===== src/rtl/arb_mux_pkg.sv =====
// Shared constants for the arbitrated output multiplexer: mode codes,
// arbitration state encodings and a small mode-decoding helper.
package arb_mux_pkg;

    // Selection mode codes as presented on the mode input
    localparam logic [1:0] MODE_MANUAL = 2'b00;
    localparam logic [1:0] MODE_FIXED  = 2'b01;
    localparam logic [1:0] MODE_RR     = 2'b10;
    localparam logic [1:0] MODE_RSVD   = 2'b11;

    // Arbitration state: free to pick any channel, or locked to a packet owner
    localparam logic [0:0] ST_ARB  = 1'b0;
    localparam logic [0:0] ST_LOCK = 1'b1;

    // The reserved code behaves exactly like fixed priority
    function automatic logic is_fixed_mode(input logic [1:0] m);
        return (m == MODE_FIXED) || (m == MODE_RSVD);
    endfunction

endpackage


===== src/rtl/arb_mux_rr_arbiter.sv =====
// Rotating-priority arbiter: searches the request vector upward starting
// one past the pointer, wrapping at the top. Forcing the pointer to the
// highest index turns it into a plain lowest-index-wins priority encoder.
module arb_mux_rr_arbiter #(
    parameter int N_CH = 4,
    localparam int IDX_W = $clog2(N_CH)
) (
    input  logic [N_CH-1:0]  req,
    input  logic [IDX_W-1:0] ptr,
    output logic [N_CH-1:0]  grant,
    output logic [IDX_W-1:0] idx,
    output logic             found
);

    logic [IDX_W-1:0] cand;

    // First requesting channel after the pointer wins
    always_comb begin
        grant = '0;
        idx   = '0;
        found = 1'b0;
        cand  = '0;
        for (int i = 1; i <= N_CH; i++) begin
            cand = IDX_W'((int'(ptr) + i) % N_CH);
            if (!found && req[cand]) begin
                found       = 1'b1;
                grant[cand] = 1'b1;
                idx         = cand;
            end
        end
    end

endmodule


===== src/rtl/arb_mux.sv =====
// N-channel arbitrated, registered multiplexer. Merges valid/ready producer
// channels onto one registered output stream using manual, fixed-priority or
// round-robin selection, and never interleaves beats of a multi-beat packet.
module arb_mux
    import arb_mux_pkg::*;
#(
    parameter int DATA_WIDTH = 8,
    parameter int N_CH       = 4,
    localparam int SEL_W     = $clog2(N_CH)
) (
    input  logic                   clk,
    input  logic                   rst_n,
    input  logic [1:0]             mode,
    input  logic [SEL_W-1:0]       sel,
    input  logic [N_CH*DATA_WIDTH-1:0] in_data,
    input  logic [N_CH-1:0]        in_valid,
    input  logic [N_CH-1:0]        in_last,
    output logic [N_CH-1:0]        in_ready,
    output logic [DATA_WIDTH-1:0]  out_data,
    output logic [SEL_W-1:0]       out_ch,
    output logic                   out_last,
    output logic                   out_valid,
    input  logic                   out_ready
);

    logic [0:0]            state;
    logic [SEL_W-1:0]      owner;
    logic [SEL_W-1:0]      rr_last;
    logic [SEL_W-1:0]      arb_ptr;
    logic [N_CH-1:0]       req;
    logic [N_CH-1:0]       grant;
    logic [SEL_W-1:0]      grant_idx;
    logic                  grant_valid;
    logic                  load;
    logic                  transfer;
    logic [DATA_WIDTH-1:0] sel_data;
    logic                  sel_last;

    // Build the eligible request set and arbiter pointer from state and mode
    always_comb begin
        req     = '0;
        arb_ptr = rr_last;
        if (state == ST_LOCK) begin
            for (int k = 0; k < N_CH; k++) begin
                req[k] = in_valid[k] && (owner == SEL_W'(k));
            end
        end else if (mode == MODE_MANUAL) begin
            for (int k = 0; k < N_CH; k++) begin
                req[k] = in_valid[k] && (int'(sel) == k);
            end
        end else if (mode == MODE_RR) begin
            req = in_valid;
        end else if (is_fixed_mode(mode)) begin
            req     = in_valid;
            arb_ptr = SEL_W'(N_CH - 1);
        end
    end

    arb_mux_rr_arbiter #(
        .N_CH (N_CH)
    ) u_arbiter (
        .req   (req),
        .ptr   (arb_ptr),
        .grant (grant),
        .idx   (grant_idx),
        .found (grant_valid)
    );

    assign load     = !out_valid || out_ready;
    assign transfer = load && grant_valid;
    assign in_ready = transfer ? grant : '0;
    assign sel_data = in_data[int'(grant_idx)*DATA_WIDTH +: DATA_WIDTH];
    assign sel_last = in_last[grant_idx];

    // Output register: capture the granted beat, or drain when the sink takes it
    always_ff @(posedge clk or negedge rst_n) begin
        if (!rst_n) begin
            out_data  <= '0;
            out_ch    <= '0;
            out_last  <= 1'b0;
            out_valid <= 1'b0;
        end else if (transfer) begin
            out_data  <= sel_data;
            out_ch    <= grant_idx;
            out_last  <= sel_last;
            out_valid <= 1'b1;
        end else if (load) begin
            out_valid <= 1'b0;
        end
    end

    // Packet lock and round-robin history, both advanced only by a transfer
    always_ff @(posedge clk or negedge rst_n) begin
        if (!rst_n) begin
            state   <= ST_ARB;
            owner   <= '0;
            rr_last <= SEL_W'(N_CH - 1);
        end else if (transfer) begin
            rr_last <= grant_idx;
            if (state == ST_ARB && !sel_last) begin
                state <= ST_LOCK;
                owner <= grant_idx;
            end else if (state == ST_LOCK && sel_last) begin
                state <= ST_ARB;
            end
        end
    end

endmodule


===== config.mk =====
export PLATFORM = sky130hd
export DESIGN_NAME = arb_mux
export DESIGN_NICKNAME = d
export VERILOG_FILES = /design/src/rtl/arb_mux_pkg.sv /design/src/rtl/arb_mux_rr_arbiter.sv /design/src/rtl/arb_mux.sv
export SDC_FILE = /design/constraint.sdc
export NUM_CORES = 1
export LEC_CHECK = 0
export BUFFER_PORTS_ARGS = -buffer_cell sky130_fd_sc_hd__buf_4
export CAP_MARGIN = 25
export CORE_MARGIN = 2
export CORE_UTILIZATION = 47
export DETAILED_ROUTE_END_ITERATION = 10
export PLACE_DENSITY = 0.8
export SLEW_MARGIN = 20
export SYNTH_ARGS = -nofsm -noshare
export SYNTH_HDL_FRONTEND = slang
export SYNTH_HIERARCHICAL = 1
export SYNTH_SLANG_ARGS = --single-unit

===== constraint.sdc =====
create_clock -name clk -period 5.65 [get_ports clk]
set_clock_uncertainty 0.05 [all_clocks]
set_input_delay 0.565 -clock clk [delete_from_list [all_inputs] [get_ports clk]]
set_output_delay 0.565 -clock clk [all_outputs]
set_load 0.005 [all_outputs]

; ---- Word-level counts from Yosys, hierarchy flattened
; Index checks and enable logic that the tools add are counted.
; W data, S select, Z words.
[totals]
ff_bits = 17
input_bits = 47
out_inout_bits = 16
elab_cells = 109
[op_classes]
add_sub_neg = 4
order_cmp = 9
eq_ne = 9
shift = 1
muxes = 43
bitwise = 4
n_reduce_logical = 32
[op_table]
columns = op, n
row1 = $mux W4, 9
row2 = $shiftx A32 B6 Y8, 1
row3 = $logic_and A1 B1 Y1, 18
row4 = $mux W1, 17
row5 = $mux W2, 8
row6 = $lt A2 B3 Y1 const B, 5
row7 = $eq A2 B2 Y1 const B, 6
row8 = $or A4 B4 Y4, 3
row9 = $bmux W1 S2, 5
row10 = $demux W1 S2, 4
row11 = $ge A2 B1 Y1 const B, 4
row12 = $eq A2 B1 Y1 const B, 3
row13 = $logic_not A2 Y1, 3
row14 = $logic_not A1 Y1, 5
row15 = $add A2 B1 Y2 const B, 2
row16 = $add A2 B2 Y2 const B, 2
row17 = $reduce_and A2 Y1, 2
row18 = $reduce_bool A2 Y1, 2
row19 = $logic_or A1 B1 Y1, 2
row20 = $not A1 Y1, 1

; ---- Longest topological paths before layout
[logic_depth]
ltp_word = 25
ltp_mapped = 17
mapped_depth_nobuf = 14

; ---- Cells and area by module
; Netlist, hierarchy kept.
[modules_own_cells]
columns = mod, instances, cells_per_inst, area_per_inst_um2, seq_area_each_um2
row1 = arb_mux, 1, 77, 1012.2, 427.9
row2 = arb_mux_rr_arbiter, 1, 86, 629.4, 0.0

; ---- Worst setup path after synthesis
; Ideal clock, no wire load.
[synth_path]
path_kind = input-to-reg
start = input mode[0]
end = register state
setup_time_ps = 125
arrival_ps = 3899
required_ps = 5475
path_slack_ps = 1576
cell_stages = 16
path_buffers = 3
path_cell_list = nand2_1 -> nand2b_1 -> buf_6 -> buf_2 -> inv_1 -> ha_1 -> clkbuf_1 -> a21oi_1 -> a211oi_1 -> a311o_1 -> a221oi_1 -> mux4_1 -> inv_1 -> ha_1 -> nand3b_1 -> mux2_2
[synth_between]
elab_chain_len = 25
word_cells_on_any_way = 48
cone_classes = 4 x add/sub / 3 x eq/ne / 27 x mux / 14 x reduce/logical
[synth_lines]
columns = element, line_no
row1 = start: declaration, arb_mux.sv:13  ; input logic [1:0] mode,
row2 = $eq A2 B1 Y1 or $eq A2 B2 Y1 (tied branches), arb_mux_pkg.sv:17  ; return (m == MODE_FIXED) || (m == MODE_RSVD);
row3 = $logic_or A1 B1 Y1, arb_mux_pkg.sv:17
row4 = $mux W2, arb_mux.sv:53  ; end else if (is_fixed_mode(mode)) begin
row5 = $mux W2, arb_mux.sv:51  ; end else if (mode == MODE_RR) begin
row6 = $mux W2 *, arb_mux.sv:47  ; end else if (mode == MODE_MANUAL) begin
row7 = $mux W2 *, arb_mux.sv:43  ; if (state == ST_LOCK) begin
row8 = named net arb_ptr[0], arb_mux.sv:29  ; logic [SEL_W-1:0] arb_ptr;
row9 = $add A2 B1 Y2, arb_mux_rr_arbiter.sv:24  ; cand = IDX_W'((int'(ptr) + i) % N_CH);
row10 = [11 not listed], -
row11 = $mux W2 *, arb_mux_rr_arbiter.sv:25  ; if (!found && req[cand]) begin
row12 = named net grant_idx[0], arb_mux.sv:32  ; logic [SEL_W-1:0] grant_idx;
row13 = $bmux W1 S2 *, arb_mux.sv:73  ; assign sel_last = in_last[grant_idx];
row14 = $mux W1 (not written as such) *, arb_mux.sv:73
row15 = $logic_not A1 Y1, arb_mux.sv:100  ; if (state == ST_ARB && !sel_last) begin
row16 = $logic_and A1 B1 Y1, arb_mux.sv:100
row17 = $reduce_bool A2 Y1 (no source line), -
row18 = $reduce_and A2 Y1 (no source line), -
row19 = end signal: assignment, arb_mux.sv:95  ; state <= ST_ARB;
row20 = end signal: assignment, arb_mux.sv:101  ; state <= ST_LOCK;
row21 = end signal: assignment, arb_mux.sv:104  ; state <= ST_ARB;
row22 = end: declaration, arb_mux.sv:26  ; logic [0:0] state;
; The timed path passes the listed nets; every way through them passes the cells marked *. The select of a mux whose other input is x is not followed.
; A chain may end at the register's enable or synchronous reset.

; ---- Worst setup path in the final report
[layout_path]
start = register state
end = register state
[layout_between]
elab_chain_len = 20
word_cells_on_any_way = 38
cone_classes = 4 x add/sub / 21 x mux / 1 x bitwise / 12 x reduce/logical
[layout_lines]
columns = element, line_no
row1 = $mux W2 *, arb_mux.sv:43
row2 = named net arb_ptr[1], arb_mux.sv:29
row3 = $add A2 B1 Y2, arb_mux_rr_arbiter.sv:24
row4 = $bmux W1 S2, arb_mux_rr_arbiter.sv:25
row5 = $mux W1 (not written as such), arb_mux_rr_arbiter.sv:25
row6 = $mux W1, arb_mux_rr_arbiter.sv:25
row7 = $logic_not A1 Y1, arb_mux_rr_arbiter.sv:25
row8 = $logic_and A1 B1 Y1, arb_mux_rr_arbiter.sv:25
row9 = [6 not listed], -
row10 = $mux W2 *, arb_mux_rr_arbiter.sv:25
row11 = named net grant_idx[0], arb_mux.sv:32
row12 = $bmux W1 S2 *, arb_mux.sv:73
row13 = $mux W1 (not written as such) *, arb_mux.sv:73
row14 = $logic_not A1 Y1, arb_mux.sv:100
row15 = $logic_and A1 B1 Y1, arb_mux.sv:100
row16 = $reduce_bool A2 Y1 (no source line), -
row17 = $reduce_and A2 Y1 (no source line), -
; Marked as above.

==> results by group <==
Outcome
  • Status: finished clean

Cells and area
  • N_diodes: 0
  • Area Overhead vs Synth: 31.3%
  • Final Util: 0.646
  • Fillers: 281
  • Layout cells sized above 1: 0.450
  • Fin area: 2160 sq um
  • Nets@finish: 279

Clocking
  • Clock Tree Buf Depth: 2
  • Setup bufs post-CTS: 0
  • H-tree depth: 1
  • CTS Hold Buffers Added: 0
  • Clock transition at path regs: 0.09 ns
  • CTS root buf: clkbuf_4
  • # clock sinks: 17
  • CTS tree: yes
  • Post-CTS resize count: 0
  • Worst-Skew Late Latency: 0.29 ns
  • Total CTS buffers: 3

GRT
  • Congestion Overflow GR: 0
  • Total GRT Usage: 0.210
  • Global-route wire length before repair: 6.71 mm
  • Initial antenna violation count: 0
  • Largest net degree at the start of global routing: 21
  • Vias in the first global route: 1563

Detailed routing
  • DR pass1 iterations: 5
  • DRT antenna net count: 0
  • Vias per inst: 5.76
  • Post-Route WL: 3.96 mm
  • Initial DRC count: 99
  • DR DRC count: 0
  • DR WL/cell: 14.8 um
  • Total number of vias: 1544

Synth
  • Synth Instances: 163
  • Share of the yosys chip area belonging to registers: 0.261
  • Avg Cell Area, Syn: 10.1 sq um
  • Unique cell type count in the Yosys netlist: 38
  • Synth Flop Type: dfrtp_1
  • Post-synth top area cell: dfrtp_1
  • Flop and latch count out of synthesis: 17
  • Post-synth top area share: 0.229
  • Synth warn: 6
  • Synthesized area: 1640 sq um
  • Post-synth net total: 219
  • Top post-synthesis cells by area: dfrtp_1 (23%), mux4_2 (14%), mux2_2 (10%)
  • EDFF count, synth: 0
  • Asr flop ratio synth: 1.00

Critical path
  • CP required: 5.79 ns
  • Endpoint kind of the worst setup timing path: register
  • Crit Path Max Fanout: 11
  • Delay-heaviest family, CP: buffers and inverters
  • CP max stage cell: mux4_1
  • Buf/Inv on CP: 5
  • CP peak stage delay: 0.59 ns
  • CP arrival: 4.32 ns
  • FF-to-FF setup slack: 1.47 ns
  • Crit start category: register
  • Critical path class: reg2reg
  • Critical Path Most Common Cell: inv_1
  • Cell Chain, Critical Path: inv_1 -> nand2_1 -> nand2b_1 -> inv_1 -> ha_1 -> inv_1 -> a311o_1 -> a221oi_2 -> buf_4 -> mux4_1 -> inv_1 -> ha_1 -> nand3b_1 -> mux2_2

Power
  • VDD IR-drop max: 0.000263 V
  • PwrDens: 501 nW/um^2
  • Leak: 1.01 nW

Worst hold path
  • Hold Crit Class: in2async

STA
  • Actual slew at the worst max-slew pin: 0.923 ns
  • Final Hold Violating Endpoints: 0
  • Minimum clock period: 4.18 ns
  • Setup TNS: 0 ns
  • Period utilisation layout: 0.740
  • Slew margin rel.: 0.383
  • Setup violators final: 0
  • Max-slew violations: 0
  • FMAX: 239 MHz
  • RSZ-0062 raised after global routing: false

Placement
  • Port bufs: 62
  • Placed Area: 2120 sq um
  • Hpwl dp: 3.16 mm
  • Routability-driven placement congestion ratio: 0.837

Floorplanning
  • Core Region: 3340 sq um
  • Die extent in x: 63.1 um
  • DIE AREA: 3980 sq um
  • Rows: 21
  • Initial Util: 0.492
  • Top Ports: 63
  • Die height: 63.1 um

Job
  • Max_cap viols: 0
sequential cells by signal, indices dropped and copies added, names as in the netlist:
register	count
state	1
out_ch	2
rr_last	2
out_data	8
out_last	1
owner	2
out_valid	1
metrics by stage:
step,hold WS (ns),cells,setup WS [ns],total power [W]
3_3_place_gp,0.388,263,1.47,0.00100
3_5_place_dp,0.386,263,1.38,0.00101
2_1_floorplan,0.219,163,1.58,0.000796
6_report,0.0640,268,1.47,0.00108
4_1_cts,0.0677,267,1.44,0.00108
5_1_grt,0.0771,268,1.19,0.00117
area by class of cell:
type	instances	area [sq um]	area share
Tap cell	46	57.6	0.0267
Timing Repair Buffer	66	493	0.229
Sequential cell	17	428	0.198
Clock buffer	4	26.3	0.0122
Inverter	13	48.8	0.0226
Multi-Input combinational cell	122	1100	0.511
synthesized netlist by cell type, types with 2 or more instances:
cell type and count:
nand3_1 2, dfstp_2 2, nand2_1 11, or3_1 4, a21oi_1 5, nand2b_1 5, and3_1 6, mux2i_1 3
mux2_2 15, nor3b_1 2, buf_2 4, clkbuf_1 4, nand4_1 6, a211oi_1 3, buf_6 3, a21o_1 2
inv_1 13, o31ai_1 4, o21ai_0 6, a31oi_1 5, mux4_2 10, dfrtp_1 15, a221oi_1 2, a2111o_1 4
nand3b_1 2, nor2_1 5, ha_1 9
power breakdown:
group	internal, W	switching, W	total [W]
clock	0.0000275	0.0000357	0.0000631
sequential	0.000184	0.0000362	0.000221
combinational	0.000405	0.000391	0.000796
cell families after synthesis:
kind of cell | synth area share
AOI/OAI and AO/OA | 0.159
adders and majority gates | 0.0686
buffers and inverters | 0.0716
DFF | 0.261
muxes | 0.274
and+or+nand+nor | 0.165
layer usage:
layer / wire, um / vias to the layer above / track usage
met5: 0 / - / 0
met4: 57 / 0 / 0.0833
met1: 1540 / 724 / 0.238
met3: 309 / 5 / 0.0339
met2: 2050 / 71 / 0.390
li1: - / 744 / -
layout by cell type (no fill, tap or decap), types with 2 or more instances in the layout:
cell type  synthesis  layout
ha_1               9       9
mux2i_1            3       3
nand2_1           11      11
a21o_1             2       2
mux4_2            10      10
dfrtp_1           15      15
dfstp_2            2       2
clkbuf_4           0       3
a31oi_1            5       5
nand3_1            2       2
nor2_1             5       5
o31ai_1            4       4
a211oi_1           3       3
o21ai_0            6       6
inv_1             13      13
and3_1             6       6
nand4_1            6       6
buf_4              0      65
or3_1              4       4
mux2_2            15      15
a2111o_1           4       4
nor3b_1            2       2
nand3b_1           2       2
a21oi_1            5       5
nand2b_1           5       5
final timing paths:
path / depth (start not counted) / end / startpoint
max in group asynchronous: 1 / rr_last[0] / rst_n
min in group clk: 1 / out_ch[0] / out_ch[0]
worst max-delay path: 14 / state / state
worst min-delay path: 1 / out_data[1] / rst_n
worst max register to register: 14 / state / state
worst min register to register: 1 / out_ch[0] / out_ch[0]
Power figures use the tool's default switching activity.
